## config.mk

```make
export PLATFORM = sky130hd
export DESIGN_NAME = brent_kung_recover
export DESIGN_NICKNAME = d
export VERILOG_FILES = /design/src/rtl/brent_kung_recover.sv
export SDC_FILE = /design/constraint.sdc
export NUM_CORES = 1
export LEC_CHECK = 0
export BUFFER_PORTS_ARGS = -buffer_cell sky130_fd_sc_hd__buf_2
export CORE_AREA = 2 2 95 97
export CTS_BUF_LIST = sky130_fd_sc_hd__clkbuf_4 sky130_fd_sc_hd__clkbuf_8
export CTS_CLUSTER_DIAMETER = 50
export DETAILED_ROUTE_END_ITERATION = 16
export DIE_AREA = 0 0 97 99
export PLACE_DENSITY = 0.49
export SYNTH_ARGS = -nofsm -noshare
export SYNTH_HDL_FRONTEND = slang
export SYNTH_SLANG_ARGS = --single-unit
export TNS_END_PERCENT = 20
```

## constraint.sdc

```tcl
create_clock -name clk -period 3 [get_ports clk]
set_input_delay 0.45 -clock clk [delete_from_list [all_inputs] [get_ports clk]]
set_output_delay 0.45 -clock clk [all_outputs]
set_load 0.02 [all_outputs]
```

## src/rtl/brent_kung_recover.sv

```systemverilog
// Recovers B = SUM - A from an adder's sum and one addend using a two-stage
// pipelined Brent-Kung prefix network, with valid/ready on both sides.
module brent_kung_recover #(
  parameter int WIDTH = 12,
  parameter int CNT_W = 8
) (
  input  logic             clk,
  input  logic             rst,
  input  logic             in_valid,
  output logic             in_ready,
  input  logic [WIDTH:0]   in_sum,
  input  logic [WIDTH-1:0] in_a,
  output logic             out_valid,
  input  logic             out_ready,
  output logic [WIDTH-1:0] out_b,
  output logic             out_err,
  output logic [CNT_W-1:0] err_count
);

  localparam int N   = WIDTH + 1;
  localparam int LVL = $clog2(N);

  logic [N-1:0] op_b;
  logic [N-1:0] bit_p;
  logic [N-1:0] up_g;
  logic [N-1:0] up_p;

  logic         s1_valid;
  logic [N-1:0] s1_p;
  logic [N-1:0] s1_g;
  logic [N-1:0] s1_gp;

  logic [N-1:0] dn_g;
  logic [N-1:0] diff;
  logic         diff_err;
  logic         s2_adv;

  // Up-sweep: node i (with i+1 a multiple of 2d) absorbs the group ending at i-d.
  // NOTE: every combinational output gets a full default before the loops, so no latch can be inferred.
  always_comb begin
    op_b    = {1'b1, ~in_a};
    bit_p   = in_sum ^ op_b;
    up_g    = in_sum & op_b;
    up_p    = bit_p;
    up_g[0] = up_g[0] | bit_p[0];  // carry-in of 1 folded into bit 0
    for (int l = 0; l < LVL; l++) begin
      for (int i = 0; i < N; i++) begin
        if (((i + 1) % (2 << l)) == 0) begin
          up_g[i] = up_g[i] | (up_p[i] & up_g[i - (1 << l)]);
          up_p[i] = up_p[i] & up_p[i - (1 << l)];
        end
      end
    end
  end

  // Down-sweep: fill the odd-multiple positions from the already-complete prefixes.
  always_comb begin
    dn_g = s1_g;
    for (int l = LVL - 1; l >= 0; l--) begin
      for (int i = 0; i < N; i++) begin
        if ((((i + 1) % (2 << l)) == (1 << l)) && ((i + 1) > (2 << l))) begin
          dn_g[i] = dn_g[i] | (s1_gp[i] & dn_g[i - (1 << l)]);
        end
      end
    end
    diff     = s1_p ^ {dn_g[N-2:0], 1'b1};
    diff_err = ~dn_g[N-1] | diff[WIDTH];
  end

  assign s2_adv   = ~out_valid | out_ready;
  assign in_ready = ~s1_valid | s2_adv;

  // NOTE: non-blocking assignments so every register samples the pre-edge values of the others.
  always_ff @(posedge clk or posedge rst) begin
    if (rst) begin
      s1_valid  <= 1'b0;
      s1_p      <= '0;
      s1_g      <= '0;
      s1_gp     <= '0;
      out_valid <= 1'b0;
      out_b     <= '0;
      out_err   <= 1'b0;
      err_count <= '0;
    end else begin
      if (in_ready) begin
        s1_valid <= in_valid;
        if (in_valid) begin
          s1_p  <= bit_p;
          s1_g  <= up_g;
          s1_gp <= up_p;
        end
      end
      if (s2_adv) begin
        out_valid <= s1_valid;
        if (s1_valid) begin
          out_b   <= diff[WIDTH-1:0];
          out_err <= diff_err;
        end
      end
      if (out_valid && out_ready && out_err && (err_count != '1)) begin
        err_count <= err_count + 1'b1;
      end
    end
  end

endmodule

```

==> flow_metrics.tcl, run 1 <==
set metrics [dict create \
    status "complete, no violations" \
    fin_nets 320 \
    num_antenna_cells 0 \
    setup_violations 0 \
    drtPass1Iterations 4 \
    yosys-top-cells-count "dfrtp_1 (52), nand2_1 (29), mux2_2 (26), ha_1 (19), o21ai_0 (19)" \
    critPathLaunchType "flop" \
    endpoint_kind "flop" \
    syn_nets 266 \
    io_buffers 51 \
    initial_utilization 0.2935 \
    grt_start_max_net_pins 26 \
    vias 1699 \
    rows 34 \
    final.setup.tns_ps 0 \
    cp.arrival_ps 1940 \
    htree_levels 2 \
    synth_cell_type_count 35 \
    rsz0062_at_grt "false" \
    synth_top_cell_by_area "dfrtp_1" \
    final.setup_skew_ps 7.627 \
    fin_crit_sh 0.5809 \
    antenna_found_initial 0 \
    max_stage_delay_ps 520 \
    cp.required_ps 3200 \
    grt-ovfl-total 0 \
    cp_slowest_cell "nand2_1" \
    grtUsageMet1 0.1495 \
    maxSlewHeadroom 0.5062 \
    hold_buffers 0 \
    total_power_mw 2.118 \
    clk_latency_ps 310 \
    tightest_slew_ps 738.9 \
    numCtsBuffers 5 \
    grt.total_usage 0.1087 \
    drive_above_1_share 0.3516 \
    synthTopCellsByArea "dfrtp_1 (52%), mux2_2 (12%), ha_1 (9.5%)" \
    leakage_nw 1.496 \
    crit_path_cell_trace "or2b_1 -> nand2_1 -> mux2_2" \
    worst-setup-path-type "reg2reg" \
    async_flop_share 1.000 \
    met3_usage 0.03262 \
    finalMaxSlewViolations 0 \
    maxCapViolCount 0 \
    critPathTopFamily "simple AND/OR/NAND/NOR gates" \
    top_usage_layer "met2" \
    placedCellCount 373 \
    vias_per_cell 4.459 \
    root_buffer "clkbuf_8" \
    hold_path_class "in2async" \
    die_width_um 97 \
    hold_ws_ps 71.52 \
    synth-warning-count 0 \
    syn_area_sq_um 2510 \
    num_io_pins 52 \
    clock-sinks 52 \
    synthFlopType "dfrtp_1" \
    yosysMostFrequentCell "dfrtp_1" \
    syn_avg_cell_area_sq_um 11.51 \
    finalHoldViolCount 0 \
    place.gp.congestion 0.6666 \
    crit_buf_inv 0 \
    synth_cells 218 \
    ir_worst_vdd_mv 0.2832 \
    layout.cells.non_filler 381 \
    cts_resized 0 \
    cts_setup_buffers 0 \
    synth_edf_count 0 \
    grt_pass1_wl_um 8383 \
    clk_pin_slew_ps 100 \
    cts_tree "done" \
    synth_top_area_share 0.5184 \
    fp.coreArea_sq_um 8551 \
    drtAntennaViolNets 0 \
    synth_seq_cells 52 \
    grt_pass1_vias 1658 \
    globalRouteMet2Util 0.1661 \
    final_util 0.3497 \
    fin_crit_ps 1743 \
    clock_path_buffers 2 \
    die_h_um 99 \
    wl_per_cell_um 12.90 \
    drc 0 \
    powerDensity_nw_per_um2 708.2 \
    dieArea_sq_um 9603 \
    routed_wl_um 4913 \
    clock.fmax_mhz 573.9 \
    num-fill-cells 871 \
    drtIter0Drc 42 \
    cp_max_fo 21 \
    hpwl_um 3650 \
    area_growth_pct 19.14 \
    yosysSeqAreaShare 0.5184 \
]
==> flip-flops by register name (all words and copies together) (netlist names) <==
name       cells
s1_p          13
out_b         12
out_err        1
out_valid      1
err_count      8
s1_gp          3
s1_g          13
s1_valid       1
==> area by class of cell <==
cell class / instances / area, sq um / area share
Sequential cell: 52 / 1301 / 0.4351
Multi-Input combinational cell: 145 / 1112 / 0.3720
Timing Repair Buffer: 53 / 270.3 / 0.09038
Tap cell: 108 / 135.1 / 0.04519
Clock buffer: 5 / 68.82 / 0.02301
Inverter: 15 / 56.30 / 0.01883
Clock inverter: 3 / 46.29 / 0.01548
==> worst register-to-register path: cells and delay by family, from the launching register on <==
| kind | cells | cell delay (ps) |
|---|---|---|
| flops | 1 | 440 |
| simple gates | 2 | 790 |
| mux | 1 | 410 |
==> layout by cell type (no fill, tap or decap) <==
cell,count
nand3b_4,1
o21bai_1,1
nand2_1,29
dfrtp_1,52
and3_2,1
or2b_1,1
o31ai_1,1
and3_1,1
inv_2,1
mux2i_1,1
and4bb_2,1
ha_1,19
a211oi_1,1
nor2_1,9
clkinvlp_4,1
nor2_2,1
or3b_4,1
nand2b_1,3
bufinv_16,1
buf_4,2
a21bo_1,1
xor2_1,6
nand3_1,4
and4_1,1
nor4_1,1
clkbuf_8,5
xnor2_1,3
a221oi_2,1
a21oi_1,5
buf_2,51
a21o_1,3
and2_4,1
a21boi_0,1
o21a_1,1
mux2_2,26
o21ai_0,19
inv_6,1
inv_1,14
and4_4,1
==> kinds of logic (layout without fill, tap and decap cells) <==
logic type | count (synthesis) | count (layout) | synth area share
xor gates and xnor gates | 9 | 9 | 0.03141
muxes | 27 | 27 | 0.1206
and+or+nand+nor | 56 | 56 | 0.1147
AOI/OAI and AO/OA | 34 | 34 | 0.08176
buffers and inverters | 21 | 76 | 0.03838
adders and majority gates | 19 | 19 | 0.09472
DFF | 52 | 52 | 0.5184
==> through the flow <==
step	worst slack, ps	instance area, sq um
5_1_grt	1108	2990
6_report	1257	2990
2_1_floorplan	1292	2510
3_3_place_gp	1125	2875
4_1_cts	1219	2990
3_5_place_dp	1107	2875
==> path summary, 6_finish.rpt <==
path,from,end,slack (ps),cells past startpoint
max,out_valid$_DFFE_PP0P_,out_b[2]$_DFFE_PP0P_,1260,3
min,rst,err_count[6]$_DFFE_PP0P_,70,2
max reg2reg,out_valid$_DFFE_PP0P_,out_b[2]$_DFFE_PP0P_,1260,3
min reg2reg,s1_p[0]$_DFFE_PP0P_,out_b[0]$_DFFE_PP0P_,470,1
max in group asynchronous,rst,s1_p[2]$_DFFE_PP0P_,2350,3
min in group clk,in_sum[12],s1_p[12]$_DFFE_PP0P_,360,2
==> routing by layer <==
layer  vias up  wire [um]
met2        36       2242
met5         -          0
li1        855          -
met1       803       2405
met3         5        221
met4         0         44
==> power by group <==
group          switching, mW  internal (mW)  leakage [nW]
logic                  0.341          0.272         0.806
clock network          0.247          0.252        0.0548
registers              0.134          0.872         0.635
total                  0.722           1.40          1.50
(Power assumes the default switching activity.)
==> run 2: changes to the inputs <==
ABC_AREA = 1   (was not set)
CORE_AREA = 2 2 96 98   (was 2 2 95 97)
DIE_AREA = 0 0 98 100   (was 0 0 97 99)
clock period = 1.7 ns   (was 3 ns; I/O delays follow)
==> run 2 against run 1 <==
Net effect:
- via count rose by 14%
- synthesized area up 2.9%
- utilization down 0.63 points
- routed wire length increased by 5.5%
- synthesized cell count rose by 36%
- global-route usage up 0.41 points
- critical path type is now reg2out
- largest power group unchanged
- highest routed layer unchanged
==> flow_metrics.tcl, run 2 <==
set metrics [dict create \
    yosysMostFrequentCell "nand2_1" \
    root_buffer "clkbuf_8" \
    synth-warning-count 0 \
    grt_start_max_net_pins 53 \
    cp_slowest_cell "dfrtp_1" \
    syn_nets 344 \
    rsz0062_at_grt "false" \
    grt-ovfl-total 0 \
    rr_worst_depth 8 \
    rows 35 \
    wl_per_cell_um 11.22 \
    syn_area_sq_um 2582 \
    yosys-top-cells-count "nand2_1 (115), dfrtp_1 (52), inv_1 (31), ha_1 (19), o21ai_0 (15)" \
    synth_top_area_share 0.5039 \
    cp.arrival_ps 1100 \
    finalHoldViolCount 0 \
    fp.coreArea_sq_um 8890 \
    place.gp.congestion 0.6917 \
    hold_path_class "in2reg" \
    grt.total_usage 0.1128 \
    r2r_slack_ps 390 \
    timing.rr.start "err_count[0]$_DFFE_PP0P_" \
    ir_worst_vdd_mv 0.3723 \
    grt_pass1_vias 1911 \
    synthFlopType "dfrtp_1" \
    drive_above_1_share 0.2137 \
    final_common_cell "nand2_1" \
    synth_seq_cells 52 \
    maxSlewHeadroom 0.8054 \
    clk_latency_ps 300 \
    crit_path_cell_trace "nand3_2 -> buf_2" \
    clock.fmax_mhz 739.7 \
    synth_cells 296 \
    num_antenna_cells 0 \
    finalMaxSlewViolations 0 \
    die_h_um 100 \
    clk_pin_slew_ps 100 \
    synth_edf_count 0 \
    status "complete, no violations" \
    syn_avg_cell_area_sq_um 8.725 \
    synth_top_cell_by_area "dfrtp_1" \
    layout.cells.non_filler 462 \
    drtAntennaViolNets 0 \
    endpoint "in_ready" \
    area_growth_pct 18.22 \
    endpoint_kind "output pin" \
    antenna_found_initial 0 \
    hold_depth 3 \
    leakage_nw 1.668 \
    routed_wl_um 5185 \
    fin_ws_ps 348.1 \
    setup_violations 0 \
    layout_common_cells "nand2_1 (115), dfrtp_1 (52), buf_2 (51), inv_1 (30), ha_1 (19)" \
    yosysSeqAreaShare 0.5039 \
    cts_resized 0 \
    async_flop_share 1.000 \
    top_regs "s1_g x13, s1_p x13, out_b x12" \
    die_width_um 98 \
    synth_cell_type_count 27 \
    dp_slack_ps 346.1 \
    drc 0 \
    htree_levels 2 \
    dieArea_sq_um 9800 \
    initial_utilization 0.2905 \
    placedCellCount 454 \
    clock-sinks 52 \
    tightest_slew_ps 291.9 \
    vias 1934 \
    total_power_mw 3.627 \
    grt_pass1_wl_um 8997 \
    final.setup.tns_ps 0 \
    cp.required_ps 1440 \
    numCtsBuffers 5 \
    clock_path_buffers 2 \
    cp_max_fo 4 \
    hpwl_um 3745 \
    fin_crit_sh 0.7953 \
    powerDensity_nw_per_um2 1188 \
    drtIter0Drc 55 \
    vias_per_cell 4.186 \
    fin_nets 399 \
    drtPass1Iterations 4 \
    max_stage_delay_ps 450 \
    critPathLaunch "out_valid$_DFFE_PP0P_" \
    worst-setup-path-type "reg2out" \
    maxCapViolCount 0 \
    cts_tree "done" \
    worst_r2r_endpoint "err_count[3]$_DFFE_PP0P_" \
    final.setup_skew_ps 13.75 \
    fin_crit_ps 1352 \
    num_io_pins 52 \
    synthTopCellsByArea "dfrtp_1 (50%), nand2_1 (17%), ha_1 (9.2%)" \
    critPathLaunchType "flop" \
    io_buffers 51 \
]
[run 2: cell types whose count changed in the layout (fill, tap and decap cells not counted), sizes merged, moves of 3 or more]
cell,before,now
nor2,10,16
nand2,29,118
mux2,26,0
nand2b,3,0
inv,16,33
a31oi,0,4
[run 2: worst min path at each step]
stage | from | slack [ps] | to
final | in_sum[12] | 230 | s1_p[12]$_DFFE_PP0P_
after global routing | in_sum[12] | 230 | s1_p[12]$_DFFE_PP0P_
after CTS | in_sum[12] | 220 | s1_p[12]$_DFFE_PP0P_
after detailed placement | rst | 330 | out_b[3]$_DFFE_PP0P_
after global placement | rst | 330 | out_b[3]$_DFFE_PP0P_
after floorplan | in_sum[12] | 430 | s1_p[12]$_DFFE_PP0P_
[run 2: cell type report]
type	instances	area, sq um
clock buffers	6	76.32
fillers	949	5837
well taps	111	138.9
multi-input cells	204	1102
clock inverters	1	5.005
repair buffers	55	300.3
inverters	33	128.9
flip-flops and latches	52	1301
[run 2: kinds of logic after synthesis]
logic type,Yosys count,synth area share
simple gates,143,0.2282
flops,52,0.5039
buf+inv,40,0.06928
compound gates,31,0.06928
fa+ha+maj,19,0.09206
xor+xnor,11,0.03731
[run 2: metal layers]
layer / GRT usage / up-vias / part of all wire / routed length [um]
met5: 0 / - / 0 / 0
met4: 0.03526 / 0 / 0.014 / 73
met3: 0.02437 / 5 / 0.039 / 204
met2: 0.1891 / 36 / 0.46 / 2360
met1: 0.1465 / 862 / 0.49 / 2547
li1: - / 1031 / - / -
[run 2: timing repair]
| action | 4_1_cts | 5_1_grt |
|---|---|---|
| hold buffers | 1 | 0 |
| buffers inserted | 0 | 0 |
| hold endpoints to repair | 12 | 0 |
[run 2: power by group]
group          switching, mW  total, mW  internal [mW]
clock                  0.391      0.688          0.297
sequential             0.211       1.75           1.54
combinational          0.741       1.19          0.447
total                   1.34       3.63           2.28
[run 2: worst max-delay path: cells and delay by family, from the launching register on]
family,cells,cell delay (ps)
buffers and inverters,1,190
and+or+nand+nor,1,160
DFF,1,450
[run 2: per-stage QoR]
stage / area, sq um / util / hold slack, ps
floorplan: 2582 / - / 427.6
global placement: 2962 / 0.3331 / 325.1
detailed placement: 2962 / 0.3331 / 332.5
CTS: 3053 / 0.3434 / 218.2
global route: 3053 / 0.3434 / 225.8
finish: 3053 / 0.3434 / 225.9
==> run 3: changes to the inputs <==
ABC_AREA = 0   (was 1)
CORE_AREA = 2 2 95 97   (was 2 2 96 98)
DIE_AREA = 0 0 97 99   (was 0 0 98 100)
PLACE_DENSITY = 0.51   (was 0.49)
clock period = 1.1 ns   (was 1.7 ns; I/O delays follow)
==> run 3 against run 2 <==
Net effect:
- the run now ends with negative setup slack left
- combinational power grew 110%
- power rose by 83%
- worst setup slack worse by 620 ps
- sequential cell count unchanged
- count of clock-buffer cells in the layout unchanged
- via count decreased by 2.9%
- routed wire length is 3.3% higher
- largest power group unchanged
==> flow_metrics.tcl, run 3 (synthesis gave the netlist of run 1 again) <==
set metrics [dict create \
    setup_violations 56 \
    final_common_cell "dfrtp_1" \
    endpoint_kind "flop" \
    io_buffers 51 \
    critPathTopFamily "flip-flops" \
    place.gp.congestion 0.7045 \
    drtIter0Drc 21 \
    drtPass1Iterations 3 \
    drtAntennaViolNets 0 \
    max_stage_delay_ps 460 \
    status "finished with violations" \
    maxSlewHeadroom 0.7762 \
    num-fill-cells 848 \
    htree_levels 2 \
    clk_latency_ps 310 \
    r2r_slack_ps -270 \
    hpwl_um 3989 \
    grt_start_max_net_pins 53 \
    numCtsBuffers 5 \
    crit_buf_inv 0 \
    cp.required_ps 1300 \
    leakage_nw 1.808 \
    num_io_pins 52 \
    fin_crit_sh 1.246 \
    clock_path_buffers 2 \
    hold_path_class "in2reg" \
    fin_crit_ps 1370 \
    crit_path_cell_trace "and4bb_2 -> nor2_1 -> a221oi_2 -> a21bo_1" \
    root_buffer "clkbuf_8" \
    antenna_found_initial 0 \
    finalMaxSlewViolations 0 \
    rsz0062_at_grt "true" \
    fin_nets 362 \
    finalHoldViolCount 0 \
    layout_common_cells "dfrtp_1 (44), buf_2 (40), buf_4 (31), nand2_1 (24), buf_6 (19)" \
    area_growth_pct 43.57 \
    grt_pass1_vias 1953 \
    initial_utilization 0.2935 \
    total_power_mw 6.640 \
    drc 0 \
    cp.arrival_ps 1570 \
    cp_max_fo 6 \
    final.setup_skew_ps 10.88 \
    layout.cells.non_filler 423 \
    clock.fmax_mhz 729.8 \
    die_h_um 99 \
    placedCellCount 411 \
    final.setup.tns_ps -7236 \
    drive_above_1_share 0.5079 \
    maxCapViolCount 0 \
    fp.coreArea_sq_um 8551 \
    vias_per_cell 4.437 \
    cts_tree "done" \
    die_width_um 97 \
    ir_worst_vdd_mv 0.7622 \
    wl_per_cell_um 12.67 \
    critPathLaunchType "flop" \
    routed_wl_um 5358 \
    num_antenna_cells 0 \
    violations "negative setup slack" \
    clk_pin_slew_ps 100 \
    place_area_sq_um 3289 \
    dieArea_sq_um 9603 \
    grt_pass1_wl_um 9273 \
    grt.total_usage 0.1191 \
    cp_slowest_cell "dfrtp_2" \
    postLayoutCellArea_sq_um 3603 \
    grt-ovfl-total 0 \
    fin_ws_ps -270.2 \
    worst-setup-path-type "reg2reg" \
    clock-sinks 52 \
    rows 34 \
    top_regs "s1_g x13, s1_p x13, out_b x12" \
    powerDensity_nw_per_um2 1843 \
    vias 1877 \
    tightest_slew_ps 332.2 \
]
-- run 3: cell count changes in the layout (fill, tap and decap cells not counted), sizes merged, moves of 3 or more --
cell,before,now
a31oi,4,0
nor2,16,10
nand2b,0,3
buf,54,94
mux2,0,26
nand2,118,29
inv,33,14
-- run 3: repair_timing --
action,in CTS,in global routing
resized for setup,39,15
endpoints found under the setup margin,57,58
pin swaps,5,8
endpoints found under the hold margin,52,0
buffers inserted,1,2
hold buffers,1,0
-- run 3: path summary, 6_finish.rpt --
kind | startpoint | endpoint | cells past startpoint
max in group asynchronous | rst | err_count[1]$_DFFE_PP0P_ | 4
max | s1_g[7]$_DFFE_PP0P_ | s1_g[7]$_DFFE_PP0P_ | 4
max reg2reg | s1_g[7]$_DFFE_PP0P_ | s1_g[7]$_DFFE_PP0P_ | 4
min reg2reg | s1_p[0]$_DFFE_PP0P_ | out_b[0]$_DFFE_PP0P_ | 1
min in group asynchronous | rst | out_b[3]$_DFFE_PP0P_ | 4
min | in_sum[12] | s1_p[12]$_DFFE_PP0P_ | 2
-- run 3: per-layer routing --
metal | vias up | track usage | part of all wire
met5 | - | 0 | 0
met4 | 0 | 0.03575 | 0.014
met3 | 5 | 0.02908 | 0.042
met2 | 34 | 0.1928 | 0.48
met1 | 900 | 0.1589 | 0.47
li1 | 938 | - | -
-- run 3: final cells by class --
class | count | area (sq um) | area share
sequential | 52 | 1311 | 0.3639
multi-input combinational | 145 | 1244 | 0.3451
clock buffer | 6 | 82.58 | 0.02292
tap | 108 | 135.1 | 0.03750
clock inverter | 2 | 38.79 | 0.01076
inverter | 15 | 60.06 | 0.01667
timing repair buffer | 95 | 732.0 | 0.2031
-- run 3: where the power goes --
part           internal [mW]  switching (mW)  leakage [nW]  total, mW
registers               2.39           0.323         0.625       2.72
logic                   1.37            1.17          1.12       2.54
clock network          0.745           0.638        0.0614       1.38
total                   4.51            2.13          1.81       6.64
-- run 3: through the flow --
stage / setup WS, ps / utilization / hold WS [ps]
final: -270.2 / 0.4214 / 53.98
after global routing: -326.8 / 0.4214 / 64.43
after CTS: -284.7 / 0.4137 / 43.04
after detailed placement: -415.0 / 0.3847 / 264.1
after global placement: -330.8 / 0.3847 / 263.5
after floorplan: -339.4 / - / 219.8
